===== src/rtl/mest_seq_ctrl.sv =====
// mest_seq_ctrl -- program sequencer for a small datapath.
//
// Fetches instruction words from a program ROM with a fixed read latency,
// decodes control opcodes (HALT, JMP and, optionally, JZ) locally and hands
// every other instruction to the datapath, waiting for its completion.
//
// Optional feature: define MEST_SEQ_BRANCH_EN to decode opcode 4'hD as JZ
// (conditional jump on the zero flag captured from the last datapath op).
// With the macro undefined, 4'hD is an ordinary datapath instruction and no
// zero-flag register is built.
//
// Ports
//   clk             single clock, rising edge
//   i_reset_n       asynchronous active-low reset
//   i_start         start pulse, honoured only in IDLE
//   o_req           program-memory read request (one cycle per fetch)
//   o_prog_counter  program-memory read address
//   i_instruction   program-memory read data (opcode in MSBs, [7:0] target)
//   o_exec_valid    instruction presented to datapath
//   o_exec_instr    registered instruction to datapath
//   i_exec_done     datapath completed the presented instruction
//   i_zero_flag     datapath zero flag, valid with i_exec_done
//   o_busy          high in every state except IDLE
//   o_all_done      one-cycle program-complete pulse
//
// state  | meaning
// IDLE   | waiting for i_start
// FETCH  | o_req asserted for the current PC
// WAIT   | ROM read latency countdown
// DECODE | i_instruction sampled and decoded
// EXEC   | instruction held on the datapath until i_exec_done
// DONE   | o_all_done pulse, then back to IDLE
module mest_seq_ctrl #(
   parameter int OP_CODE_SIZE     = 4,
   parameter int INSTRUCTION_SIZE = OP_CODE_SIZE + 8 + 8 + 8,
   parameter int ROM_DEPTH        = 256,
   parameter int ROM_LATENCY      = 1,
   localparam int PCW             = $clog2(ROM_DEPTH)
) (
   input  logic                        clk,
   input  logic                        i_reset_n,
   input  logic                        i_start,
   output logic                        o_req,
   output logic [PCW-1:0]              o_prog_counter,
   input  logic [INSTRUCTION_SIZE-1:0] i_instruction,
   output logic                        o_exec_valid,
   output logic [INSTRUCTION_SIZE-1:0] o_exec_instr,
   input  logic                        i_exec_done,
   input  logic                        i_zero_flag,
   output logic                        o_busy,
   output logic                        o_all_done
);

   typedef enum logic [2:0] {
      S_IDLE, S_FETCH, S_WAIT, S_DECODE, S_EXEC, S_DONE
   } state_t;

   localparam logic [OP_CODE_SIZE-1:0] OP_HALT = OP_CODE_SIZE'(4'hF);
   localparam logic [OP_CODE_SIZE-1:0] OP_JMP  = OP_CODE_SIZE'(4'hE);
   localparam logic [2:0]              WAIT_LOAD = 3'(ROM_LATENCY - 1);

   state_t                      state_q, state_d;
   logic [PCW-1:0]              pc_q, pc_d;
   logic [2:0]                  wcnt_q, wcnt_d;
   logic [INSTRUCTION_SIZE-1:0] instr_q, instr_d;

   logic [OP_CODE_SIZE-1:0] opcode;
   logic [PCW-1:0]          target;
   logic [PCW-1:0]          pc_inc;
   logic                    last_addr;

   assign opcode    = i_instruction[INSTRUCTION_SIZE-1 -: OP_CODE_SIZE];
   assign target    = PCW'(i_instruction[7:0]);
   assign pc_inc    = pc_q + PCW'(1);
   assign last_addr = (pc_q == PCW'(ROM_DEPTH - 1));

`ifdef MEST_SEQ_BRANCH_EN
   localparam logic [OP_CODE_SIZE-1:0] OP_JZ = OP_CODE_SIZE'(4'hD);
   logic z_q, z_d;
`else
   logic unused_zero_flag;
   assign unused_zero_flag = i_zero_flag;
`endif

   always_comb begin
      state_d = state_q;
      pc_d    = pc_q;
      wcnt_d  = wcnt_q;
      instr_d = instr_q;
`ifdef MEST_SEQ_BRANCH_EN
      z_d     = z_q;
`endif
      case (state_q)
         S_IDLE: begin
            if (i_start) begin
               pc_d    = '0;
               state_d = S_FETCH;
            end
         end
         S_FETCH: begin
            wcnt_d  = WAIT_LOAD;
            state_d = S_WAIT;
         end
         S_WAIT: begin
            if (wcnt_q == 3'd0) state_d = S_DECODE;
            else                wcnt_d  = wcnt_q - 3'd1;
         end
         S_DECODE: begin
            if (opcode == OP_HALT) begin
               state_d = S_DONE;
            end else if (opcode == OP_JMP) begin
               pc_d    = target;
               state_d = S_FETCH;
`ifdef MEST_SEQ_BRANCH_EN
            end else if (opcode == OP_JZ) begin
               // Taken jumps go anywhere; a fall-through obeys the no-wrap rule.
               if (z_q) begin
                  pc_d    = target;
                  state_d = S_FETCH;
               end else if (last_addr) begin
                  state_d = S_DONE;
               end else begin
                  pc_d    = pc_inc;
                  state_d = S_FETCH;
               end
`endif
            end else begin
               instr_d = i_instruction;
               state_d = S_EXEC;
            end
         end
         S_EXEC: begin
            if (i_exec_done) begin
`ifdef MEST_SEQ_BRANCH_EN
               z_d = i_zero_flag;
`endif
               if (last_addr) begin
                  state_d = S_DONE;
               end else begin
                  pc_d    = pc_inc;
                  state_d = S_FETCH;
               end
            end
         end
         S_DONE:  state_d = S_IDLE;
         default: state_d = S_IDLE;
      endcase
   end

   always_ff @(posedge clk or negedge i_reset_n) begin
      if (!i_reset_n) begin
         state_q <= S_IDLE;
         pc_q    <= '0;
         wcnt_q  <= 3'd0;
         instr_q <= '0;
`ifdef MEST_SEQ_BRANCH_EN
         z_q     <= 1'b0;
`endif
      end else begin
         state_q <= state_d;
         pc_q    <= pc_d;
         wcnt_q  <= wcnt_d;
         instr_q <= instr_d;
`ifdef MEST_SEQ_BRANCH_EN
         z_q     <= z_d;
`endif
      end
   end

   // Outputs decode straight from the state register so reset clears them
   // in the same cycle it is asserted.
   assign o_req          = (state_q == S_FETCH);
   assign o_exec_valid   = (state_q == S_EXEC);
   assign o_busy         = (state_q != S_IDLE);
   assign o_all_done     = (state_q == S_DONE);
   assign o_prog_counter = pc_q;
   assign o_exec_instr   = instr_q;

endmodule


===== config.mk =====
export PLATFORM = sky130hd
export DESIGN_NAME = mest_seq_ctrl
export DESIGN_NICKNAME = d
export VERILOG_FILES = /design/src/rtl/mest_seq_ctrl.sv
export SDC_FILE = /design/constraint.sdc
export NUM_CORES = 1
export LEC_CHECK = 0
export BUFFER_PORTS_ARGS = -buffer_cell sky130_fd_sc_hd__buf_4
export CAP_MARGIN = 20
export CORE_MARGIN = 5
export CORE_UTILIZATION = 49
export DETAILED_ROUTE_END_ITERATION = 8
export HOLD_SLACK_MARGIN = 0.1
export PLACE_DENSITY_LB_ADDON = 0.3
export SLEW_MARGIN = 20
export SYNTH_ARGS = -nofsm -noshare
export SYNTH_HDL_FRONTEND = slang
export SYNTH_SLANG_ARGS = --single-unit

===== constraint.sdc =====
create_clock -name clk -period 2.1 [get_ports clk]
set_clock_uncertainty 0.15 [all_clocks]
set_input_delay 0.315 -clock clk [delete_from_list [all_inputs] [get_ports clk]]
set_output_delay 0.315 -clock clk [all_outputs]
set_load 0.005 [all_outputs]

* Word-level counts from Yosys, hierarchy flattened
Cells that the tools add are included.
** Operators by class
- Equality and inequality tests :: 15
- Reductions and logical operators :: 9
- Bitwise gates (word level) :: 2
- Add/sub/neg operators :: 2
- Muxes and demuxes :: 15
** Operators with widths (number)
- 2-to-1 mux 8 bit :: 5
- case mux 8 bit (3 select lines) :: 1
- 2-to-1 mux 3 bit :: 7
- case mux 3 bit (5 select lines) :: 1
- != test 2 bit (second input constant) :: 6
- adder 8 x 1 -> 8 bit (second input constant) :: 1
- equality test 4 bit (second input constant) :: 2
- equality test 8 bit (second input constant) :: 1
- equality test 3 x 2 -> 1 bit (second input constant) :: 2
- equality test 3 bit (second input constant) :: 2
- logical NOT 3 bit :: 2
- case mux 3 bit (2 select lines) :: 1
- AND reduction 3 bit :: 2
- AND reduction 6 bit :: 1
- nonzero test 3 bit :: 2
- equality test 3 x 1 -> 1 bit (second input constant) :: 1
- subtractor 3 x 1 -> 3 bit (second input constant) :: 1
- != test 2 x 1 -> 1 bit (second input constant) :: 1
- inverter 1 bit :: 2
- AND reduction 2 bit :: 1
- nonzero test 2 bit :: 1
** Word-level totals
- Register bits after elaboration :: 42
- Output and inout bits :: 40
- Input port bits :: 33
- Logic and storage cells :: 47

* Longest topological paths before layout
Gate-level depths: netlist of run 1.
- Depth in word-level cells :: 4
- Gate-level depth with buffers :: 7
- Depth with buffers taken out :: 6

* Worst setup path after synthesis of run 1
No wires, ideal clock.
- Kind :: register -> register
- Start :: register pc_q[0], in the netlist o_prog_counter[0]
- End :: register pc_q[7], in the netlist o_prog_counter[7]
- Period minus slack after synthesis :: 1.799 ns
- Path buffers :: 1
- Setup time :: 0.121 ns
- Required time :: 1.829 ns
- Stages on the path, launching flop included :: 7
- Path slack :: 0.301 ns
- Arrival time :: 1.528 ns
- Path through :: dfrtp_1 ha_1 and4bb_2 nand4_4 and2_1 buf_6 a22o_1
** Between the ends
- Cells in the longest elaborated chain, start to end :: 4
** RTL lines
- start: declaration :: line 63 : logic [PCW-1:0] pc_q, pc_d;
- start signal: assignment :: line 161 : pc_q <= pc_d;
- adder 8 x 1 -> 8 bit :: line 74 : assign pc_inc = pc_q + PCW'(1);
- 2-to-1 mux 8 bit :: line 137 : if (last_addr) begin
- 2-to-1 mux 8 bit :: line 133 : if (i_exec_done) begin
- case mux 8 bit (3 select lines) :: line 93 : case (state_q)
Several ways; a longest one is shown, not always the timed one. The select of a mux whose other input is x is not followed.
A chain may end at the register's enable or synchronous reset.

* Worst setup path in the final report of run 1
- Start :: register state_q[2]
- End :: output o_exec_valid
** Between the ends
- Cells in the longest elaborated chain, start to end :: 1
** RTL lines
- start: declaration :: line 62 : state_t state_q, state_d;
- start signal: assignment :: line 160 : state_q <= state_d;
- equality test 3 bit :: line 173 : assign o_exec_valid = (state_q == S_EXEC);
- end: declaration :: line 46 : output logic o_exec_valid,
Every way passes these cells.

==> flow_metrics.py, run 1 <==
metrics = {
    "synthesis": {
        "synth_top_family_by_area": "simple AND/OR/NAND/NOR gates",
        "synth_area_um2": 2030,
        "synth_fa_ha_area_share_pct": 1.85,
        "synth_simple_gate_area_share_pct": 28.0,
        "synth_nets": 255,
        "syn_avg_cell_area_um2": 9.26,
        "yosysUniqueCellTypes": 40,
        "synth_xor_area_share_pct": 0.864,
        "synth_compound_gate_area_share_pct": 12.4,
        "synth_cells": 219,
        "yosys-mux-area-fraction_pct": 1.23,
        "ys_seq_elements": 42,
        "synth_warnings": 0,
        "seq_area_frac_synth_pct": 51.9,
    },
    "cts": {
        "cts_setup_buffers": 0,
        "clk_pin_slew_worst_paths_ns": 0.08,
        "cts_buffer_depth": 2,
        "cts_root_buf": "clkbuf_8",
        "cts.sinks": 42,
        "cts_made_buffers": 5,
        "cts_tree": "built",
        "h-tree-depth": 2,
        "clk_latency_ns": 0.29,
    },
    "route": {
        "first_iter_violations": 122,
        "drtAntennaViolNets": 0,
        "vias_per_cell": 5.16,
        "vias": 1930,
        "routed_wl_mm": 5.41,
        "wl_per_cell_um": 14.5,
        "first_pass_iters": 4,
        "drc": 0,
    },
    "grt": {
        "track_usage_pct": 21.4,
        "grt_start_max_net_pins": 43,
        "grt_pass1_wl_mm": 9.03,
        "grt_pass1_vias": 1941,
        "grt-ovfl-total": 0,
        "antenna_found_initial": 0,
    },
    "sta": {
        "setup_tns_ns": 0,
        "setup_viol": 0,
        "period_share_pct": 95.3,
        "worst_pin_slew_ns": 0.513,
        "finalMaxSlewViolations": 0,
        "hold_ws_ns": 0.114,
        "fmax_mhz": 500,
        "final.min_clock_period_ns": 2.00,
        "slew_headroom_pct": 65.8,
        "hold_violations": 0,
        "grt_setup_unrepaired": "false",
        "fin_ws_ns": 0.0986,
    },
    "layout": {
        "n_fill_cell": 294,
        "syn_to_final_growth_pct": 50.6,
        "drive_gt1_share_pct": 31.2,
        "nNetsFinal": 359,
        "antennaDiodeCount": 0,
        "post-route-cell-area_um2": 3050,
        "final_util_pct": 76.3,
        "instances_no_fill": 374,
    },
    "power": {
        "finalPower_mw": 4.06,
        "power.density_nw_per_um2": 1330,
        "p_leak_nw": 1.54,
        "max-vdd-ir-drop_uv": 745,
    },
    "floorplanning": {
        "die-area_um2": 5520,
        "fp.coreArea_um2": 4000,
        "die_w_um": 74.3,
        "ios": 73,
        "initial_core_util_pct": 50.7,
        "die_height_um": 74.3,
        "rows": 23,
    },
    "placement": {
        "pre_cts_ws_ns": 0.292,
        "placed_cell_area_um2": 2640,
        "dpl.cell_count": 339,
        "dp_hpwl_mm": 3.58,
        "place.gp.congestion": 0.841,
        "io_buffers": 71,
    },
    "worst_setup_path": {
        "critPathKind": "reg2out",
        "end_kind": "primary output",
        "arrival_ns": 1.54,
        "required_ns": 1.63,
        "cp-start-kind": "flop",
        "cp_max_fo": 10,
    },
    "min_path": {
        "hold_path.class": "in2reg",
    },
    "flow_run": {
        "maxCapViolCount": 0,
    },
    "status": {
        "outcome": "complete, no violations",
    },
}
cell type report:
class | instances | area, µm² | share of cell area [%]
flip-flops and latches | 42 | 1050 | 34.4
multi-input cells | 162 | 901 | 29.5
repair buffers | 108 | 878 | 28.8
clock buffers | 6 | 82.6 | 2.71
well taps | 50 | 62.6 | 2.05
clock inverters | 2 | 60.1 | 1.97
inverters | 4 | 16.3 | 0.533
worst paths after layout:
kind	startpoint	to	slack, ns	cells after the start
worst max-delay path	state_q[2]	o_exec_valid	0.1	3
worst min-delay path	i_instruction[26]	o_exec_instr[26]	0.11	2
worst max register to register	o_prog_counter[0]	o_prog_counter[3]	0.29	5
worst min register to register	o_exec_instr[22]	o_exec_instr[22]	0.33	2
min in group asynchronous	i_reset_n	o_exec_instr[14]	0.38	2
max in group asynchronous	i_reset_n	o_exec_instr[4]	1.07	2
routing by layer:
metal	share of wire, %	GRT usage (%)	up-vias	wire, µm
li1	-	-	952	-
met1	43	27.6	891	2300
met2	47	34.4	70	2540
met3	7.3	4.73	17	393
met4	3.1	10.3	0	170
met5	0	0	-	0
where the power goes:
group	total [mW]	switching, mW	internal, mW
Combinational	1.82	0.860	0.959
Sequential	1.46	0.293	1.16
Clock	0.782	0.275	0.507
Total	4.06	1.43	2.63
cells in the final DEF (no fill, tap or decap), types with 2 or more instances in the layout:
cell	netlist	routed
nand2_1	85	85
buf_4	0	81
dfrtp_1	42	42
dlygate4sd3_1	0	27
nand3_1	9	9
a22o_1	6	6
a21oi_1	6	6
clkbuf_8	0	6
nor2_1	5	5
and2_1	5	5
o21ai_0	4	4
inv_1	3	3
o22a_1	3	3
nor3_1	3	3
o31ai_1	3	3
ha_1	3	3
nand2b_1	2	2
and3b_1	2	2
nand3b_1	2	2
nand4_1	2	2
a31o_2	2	2
a32o_1	2	2
bufinv_16	0	2
repair_timing:
item,CTS,global route
hold buffers,27,0
setup endpoints to repair,1,0
gates resized for setup,1,0
endpoints found under the hold margin,68,0
synth_stat cells:
cell type,number,area (µm²)
nand4_4,1,21.3
nand3_1,9,45.0
o211ai_1,1,7.51
nand4_1,2,12.5
buf_2,10,50.1
xnor2_1,1,8.76
or3b_2,1,8.76
o22ai_1,1,6.26
o21ai_1,1,5.00
inv_1,3,11.3
and4bb_2,1,12.5
and4_2,1,10.0
nand2_2,1,6.26
ha_1,3,37.5
o21ai_0,4,20.0
nand2_1,85,319
a21oi_1,6,30.0
o2bb2ai_1,1,8.76
clkinv_2,1,5.00
and3b_1,2,17.5
and2_1,5,31.3
o22a_1,3,26.3
or3b_1,1,8.76
mux2i_2,1,13.8
o32ai_4,1,27.5
dfrtp_1,42,1050
a22o_1,6,52.6
or2_1,1,6.26
nor3_1,3,15.0
o31ai_1,3,22.5
buf_6,1,11.3
nand2b_1,2,12.5
a31o_2,2,17.5
nand3b_1,2,15.0
xor2_1,1,8.76
nor2_1,5,18.8
a32o_1,2,20.0
mux2_2,1,11.3
a22oi_1,1,7.51
or3_1,1,6.26
critical path, stage by stage, from the launching register on:
cell and delay [ns]:
dfrtp_1 0.48, or3b_4 0.49, clkinv_2 0.14, buf_4 0.13
logic make-up (layout without fill, tap and decap cells):
logic type	Yosys count	count (layout)
compound gates	32	32
xor+xnor	2	2
fa+ha+maj	3	3
buf+inv	15	120
flops	42	42
mux	2	2
simple gates	123	123
registers in the layout, summed over array words and instances (netlist names):
register        count
state_q             3
o_exec_instr       28
o_prog_counter      8
wcnt_q              3
(Power assumes the default switching activity.)
==> run 2: changes to the inputs <==
--- a/config.mk
+++ b/config.mk
@@ -5,6 +5,7 @@
 export SDC_FILE = /design/constraint.sdc
 export NUM_CORES = 1
 export LEC_CHECK = 0
+export ABC_AREA = 1
 export BUFFER_PORTS_ARGS = -buffer_cell sky130_fd_sc_hd__buf_4
 export CAP_MARGIN = 20
 export CORE_MARGIN = 5
==> flow_metrics.py, run 2 <==
metrics = {
    "sta": {
        "finalMaxSlewViolations": 0,
        "grt_setup_unrepaired": "false",
        "fmax_mhz": 563,
        "setup_tns_ns": 0,
        "hold_violations": 0,
        "setup_viol": 0,
        "period_share_pct": 84.6,
        "slew_headroom_pct": 64.8,
        "worst_pin_slew_ns": 0.528,
        "final.min_clock_period_ns": 1.78,
    },
    "worst_setup_path": {
        "cp_num_cells": 4,
        "cp_max_fo": 8,
        "critPathMaxStageDelay_ns": 0.43,
        "path_buf_inv": 2,
        "cpMaxStageDelayCell": "dfrtp_1",
        "critPathLaunch": "state_q[0]",
        "crit-reg2reg-launch": "o_prog_counter[0]",
        "reg2reg_depth": 9,
        "cp-start-kind": "flop",
        "crit_chain": "inv_1 > nand2_2 > nor2_4 > buf_4",
        "crit_path_end": "o_exec_valid",
        "end_kind": "primary output",
        "critPathKind": "reg2out",
        "required_ns": 1.63,
        "crit_family": "flip-flops",
        "regToRegEndpoint": "o_prog_counter[5]",
        "arrival_ns": 1.31,
        "reg2reg_slack_ns": 0.43,
    },
    "flow_run": {
        "maxCapViolCount": 0,
    },
    "placement": {
        "placed_cell_area_um2": 2670,
        "dp_hpwl_mm": 3.80,
        "place.gp.congestion": 0.878,
        "io_buffers": 71,
    },
    "route": {
        "drc": 0,
        "first_iter_violations": 157,
        "first_pass_iters": 4,
        "vias_per_cell": 4.97,
        "vias": 2064,
        "routed_wl_mm": 5.55,
        "drtAntennaViolNets": 0,
        "wl_per_cell_um": 13.4,
    },
    "power": {
        "max-vdd-ir-drop_uv": 700,
        "power.density_nw_per_um2": 1260,
        "p_leak_nw": 1.61,
    },
    "synthesis": {
        "seq_area_frac_synth_pct": 50.6,
        "syn_avg_cell_area_um2": 7.69,
        "synth_top_cells_by_count": "113 x nand2_1, 42 x dfrtp_1, 40 x nand3_1",
        "synth_most_common_cell": "nand2_1",
        "synth_area_um2": 2080,
        "yosysTopAreaCell": "dfrtp_1",
        "synth_warnings": 0,
        "synthFlopType": "dfrtp_1",
        "synth-edff-count": 0,
        "yosysUniqueCellTypes": 23,
        "synthTopCellsByArea": "dfrtp_1 51%, nand2_1 20%, nand3_1 9.6%, inv_1 3.1%, nor2_1 2.5%",
        "synth-async-reset-ratio_pct": 100,
        "synth_nets": 306,
        "synth_cells": 270,
        "synth_top_area_share_pct": 50.6,
        "ys_seq_elements": 42,
    },
    "grt": {
        "grt_pass1_wl_mm": 9.21,
        "grt_start_max_net_pins": 43,
        "grt_pass1_vias": 2000,
        "antenna_found_initial": 0,
        "grt-ovfl-total": 0,
        "track_usage_pct": 21.4,
    },
    "cts": {
        "clk_pin_slew_worst_paths_ns": 0.08,
        "cts_tree": "built",
        "post_cts.resized_instances": 0,
        "cts_buffer_depth": 2,
        "cts_root_buf": "clkbuf_8",
        "clk_latency_ns": 0.30,
        "h-tree-depth": 2,
        "cts_setup_buffers": 0,
        "cts.sinks": 42,
        "cts_made_buffers": 5,
    },
    "layout": {
        "nNetsFinal": 399,
        "largest_reg_flops": 28,
        "post-route-cell-area_um2": 2950,
        "final_cell_mix": "113 x nand2_1, 77 x buf_4, 42 x dfrtp_1",
        "drive_gt1_share_pct": 26.9,
        "final_common_cell": "nand2_1",
        "syn_to_final_growth_pct": 41.8,
    },
    "min_path": {
        "hold_path.class": "in2reg",
    },
    "floorplanning": {
        "die_w_um": 75.1,
        "ios": 73,
        "initial_core_util_pct": 51.2,
        "rows": 23,
        "die_height_um": 75.1,
        "fp.coreArea_um2": 4060,
        "die-area_um2": 5640,
    },
    "status": {
        "outcome": "complete, no violations",
    },
}
run 2: report_power, final:
| group | switching, mW | leakage, nW | internal [mW] |
|---|---|---|---|
| combinational | 0.896 | 1.03 | 0.823 |
| sequential | 0.282 | 0.537 | 1.17 |
| clock | 0.300 | 0.0441 | 0.234 |
| total | 1.48 | 1.61 | 2.22 |
run 2: worst min path at each step:
| stage | cells after the start | end | slack, ns | from |
|---|---|---|---|---|
| floorplan | 0 | o_exec_instr[0] | -0.13 | i_reset_n |
| global placement | 1 | wcnt_q[1] | 0.19 | i_reset_n |
| detailed placement | 1 | wcnt_q[2] | 0.18 | i_reset_n |
| CTS | 3 | o_exec_instr[26] | 0.10 | i_instruction[26] |
| global route | 3 | o_exec_instr[6] | 0.11 | i_instruction[6] |
| finish | 3 | o_exec_instr[26] | 0.10 | i_instruction[26] |
run 2: kinds of logic after synthesis:
group,after synthesis,share of synthesized area (%)
buffers and inverters,28,5.60
and+or+nand+nor,182,37.9
AOI/OAI and AO/OA,15,4.10
adders and majority gates,3,1.81
DFF,42,50.6
run 2: layout make-up:
cell class | count | area (µm²)
fill | 337 | 1110
clock inverter | 3 | 21.3
inverter | 19 | 71.3
antenna | 1 | 2.50
sequential | 42 | 1050
clock buffer | 5 | 68.8
multi-input combinational | 200 | 910
tap | 50 | 62.6
timing repair buffer | 95 | 758
run 2: metal layers:
metal	global-route usage [%]	part of all wire, %	vias up
li1	-	-	1040
met1	28.0	42	944
met2	34.0	49	69
met3	5.21	7.4	11
met4	8.89	1.6	0
met5	0	0	-
run 2: repair_timing:
action / in CTS / in global routing
endpoints found under the hold margin: 59 / 0
endpoints found under the setup margin: 0 / 0
hold buffers: 18 / 0
run 2: stage by stage:
| stage | power [mW] | std cells | util [%] | setup slack [ns] | hold WS, ns |
|---|---|---|---|---|---|
| global placement | 3.10 | 388 | 65.9 | 0.482 | 0.188 |
| global route | 4.04 | 414 | 72.5 | 0.258 | 0.110 |
| CTS | 3.72 | 414 | 72.5 | 0.320 | 0.101 |
| detailed placement | 3.16 | 388 | 65.9 | 0.455 | 0.184 |
| floorplan | 2.32 | 270 | - | 0.648 | -0.131 |
| finish | 3.70 | 415 | 72.6 | 0.324 | 0.103 |
run 2: worst min-delay path, stage by stage:
cell     delay (ns)
buf_4          0.09
nand3_1        0.06
nand2_1        0.06
==> run 3: changes to the inputs <==
--- a/config.mk
+++ b/config.mk
@@ -5,7 +5,7 @@
 export SDC_FILE = /design/constraint.sdc
 export NUM_CORES = 1
 export LEC_CHECK = 0
-export ABC_AREA = 1
+export ABC_AREA = 0
 export BUFFER_PORTS_ARGS = -buffer_cell sky130_fd_sc_hd__buf_4
 export CAP_MARGIN = 20
 export CORE_MARGIN = 5
==> constraint.sdc (replaced) <==
create_clock -name clk -period 1.83 [get_ports clk]
set_clock_uncertainty 0.15 [all_clocks]
set_input_delay 0.2745 -clock clk [delete_from_list [all_inputs] [get_ports clk]]
set_output_delay 0.2745 -clock clk [all_outputs]
set_load 0.005 [all_outputs]
==> flow_metrics.py, run 3 (synthesis results as in run 1) <==
metrics = {
    "status": {
        "outcome": "complete, no violations",
    },
    "cts": {
        "cts_root_buf": "clkbuf_8",
        "clk_pin_slew_worst_paths_ns": 0.08,
        "cts_tree": "built",
        "cts_buffer_depth": 2,
        "cts_made_buffers": 5,
        "cts.sinks": 42,
        "h-tree-depth": 2,
        "clk_latency_ns": 0.29,
    },
    "worst_setup_path": {
        "critPathLaunch": "i_exec_done",
        "arrival_ns": 1.83,
        "end_kind": "flop",
        "crit-reg2reg-launch": "state_q[2]",
        "required_ns": 1.86,
        "cp-start-kind": "primary input",
        "critPathKind": "in2reg",
        "cp_max_fo": 7,
    },
    "sta": {
        "hold_violations": 0,
        "fmax_mhz": 556,
        "fin_ws_ns": 0.0313,
        "period_share_pct": 98.3,
        "finalMaxSlewViolations": 0,
        "worst_pin_slew_ns": 0.515,
        "final.min_clock_period_ns": 1.80,
        "grt_setup_unrepaired": "true",
        "slew_headroom_pct": 65.6,
        "setup_viol": 0,
    },
    "grt": {
        "track_usage_pct": 20.9,
        "grt_pass1_vias": 1964,
        "grt_pass1_wl_mm": 8.96,
        "grt_start_max_net_pins": 43,
        "antenna_found_initial": 0,
        "grt-ovfl-total": 0,
    },
    "min_path": {
        "hold_path.class": "in2reg",
        "worstHoldStart": "i_start",
    },
    "power": {
        "finalPower_mw": 4.76,
        "max-vdd-ir-drop_uv": 823,
        "power.density_nw_per_um2": 1490,
        "p_leak_nw": 1.61,
    },
    "flow_run": {
        "maxCapViolCount": 0,
    },
    "route": {
        "routed_wl_mm": 5.53,
        "first_pass_iters": 4,
        "drtAntennaViolNets": 0,
        "first_iter_violations": 164,
        "drc": 0,
        "vias": 2018,
        "wl_per_cell_um": 14.1,
        "vias_per_cell": 5.16,
    },
    "layout": {
        "final_common_cell": "buf_4",
        "syn_to_final_growth_pct": 57.8,
        "largest_reg_flops": 28,
        "antennaDiodeCount": 0,
        "final_cell_mix": "89 x buf_4, 85 x nand2_1, 39 x dfrtp_1",
        "post-route-cell-area_um2": 3200,
        "drive_gt1_share_pct": 35.5,
        "nNetsFinal": 376,
        "instances_no_fill": 391,
    },
    "floorplanning": {
        "die_height_um": 74.3,
        "ios": 73,
        "die_w_um": 74.3,
        "rows": 23,
        "die-area_um2": 5520,
        "fp.coreArea_um2": 4000,
        "initial_core_util_pct": 50.7,
    },
    "placement": {
        "io_buffers": 71,
        "dpl.cell_count": 347,
        "pre_cts_ws_ns": 0.0987,
        "place.gp.congestion": 0.837,
        "dp_hpwl_mm": 3.60,
        "placed_cell_area_um2": 2700,
    },
}
## run 3: changes by cell type in the layout (fill, tap and decap cells not counted), sizes merged, moves of 4 or more
| cell | previous run | this run |
|---|---|---|
| nand3 | 42 | 9 |
| nand2 | 116 | 86 |
| buf | 77 | 95 |
| inv | 19 | 3 |
| nor2 | 18 | 5 |
| dlygate4sd3 | 18 | 30 |
| a22o | 0 | 6 |
| and2 | 0 | 5 |
| o21ai | 10 | 5 |
| a21oi | 2 | 6 |
## run 3: final timing paths
kind / endpoint / slack (ns) / depth (start not counted)
max: o_prog_counter[4] / 0.03 / 6
min: state_q[0] / 0.31 / 5
max reg2reg: o_prog_counter[2] / 0.07 / 6
min reg2reg: o_exec_instr[14] / 0.33 / 2
max in group asynchronous: state_q[0] / 0.80 / 2
min in group asynchronous: o_exec_instr[14] / 0.34 / 2
## run 3: layout make-up
type / instances / area [µm²]
clock inverter: 2 / 37.5
clock buffer: 6 / 72.6
timing repair buffer: 125 / 1040
fill: 275 / 801
tap: 50 / 62.6
inverter: 4 / 20.0
sequential: 42 / 1050
multi-input combinational: 162 / 916
## run 3: timing repair
item                                   CTS  global route
hold buffers                            30             0
endpoints found under the hold margin   71             0
resized for setup                        0            17
setup buffers                            1             5
setup endpoints to repair                2            29
## run 3: critical path, cell delays in order
cell and delay (ns):
dlygate4sd3_1 0.54, buf_4 0.15, mux2i_2 0.23, o32ai_4 0.15
and2_2 0.26, a22o_1 0.22
## run 3: report_power, final
part | leakage, nW | total [mW] | internal [mW] | switching, mW
combinational | 1.03 | 2.41 | 1.31 | 1.10
sequential | 0.526 | 1.63 | 1.34 | 0.287
clock | 0.0514 | 0.716 | 0.407 | 0.309
## run 3: through the flow
| stage | util, % | hold slack (ns) | TNS [ns] |
|---|---|---|---|
| after CTS | 77.9 | 0.306 | -0.0144 |
| final | 80.0 | 0.311 | 0 |
| after detailed placement | 67.4 | 0.136 | 0 |
| after floorplan | - | -0.171 | 0 |
| after global routing | 80.0 | 0.356 | -0.0202 |
| after global placement | 67.4 | 0.138 | 0 |
## run 3: routing by layer
layer / up-vias / part of all wire, % / global-route usage, %
met5: - / 0 / 0
met1: 949 / 43 / 27.8
li1: 988 / - / -
met3: 3 / 7.8 / 4.59
met2: 78 / 49 / 35.4
met4: 0 / 0.40 / 4.15
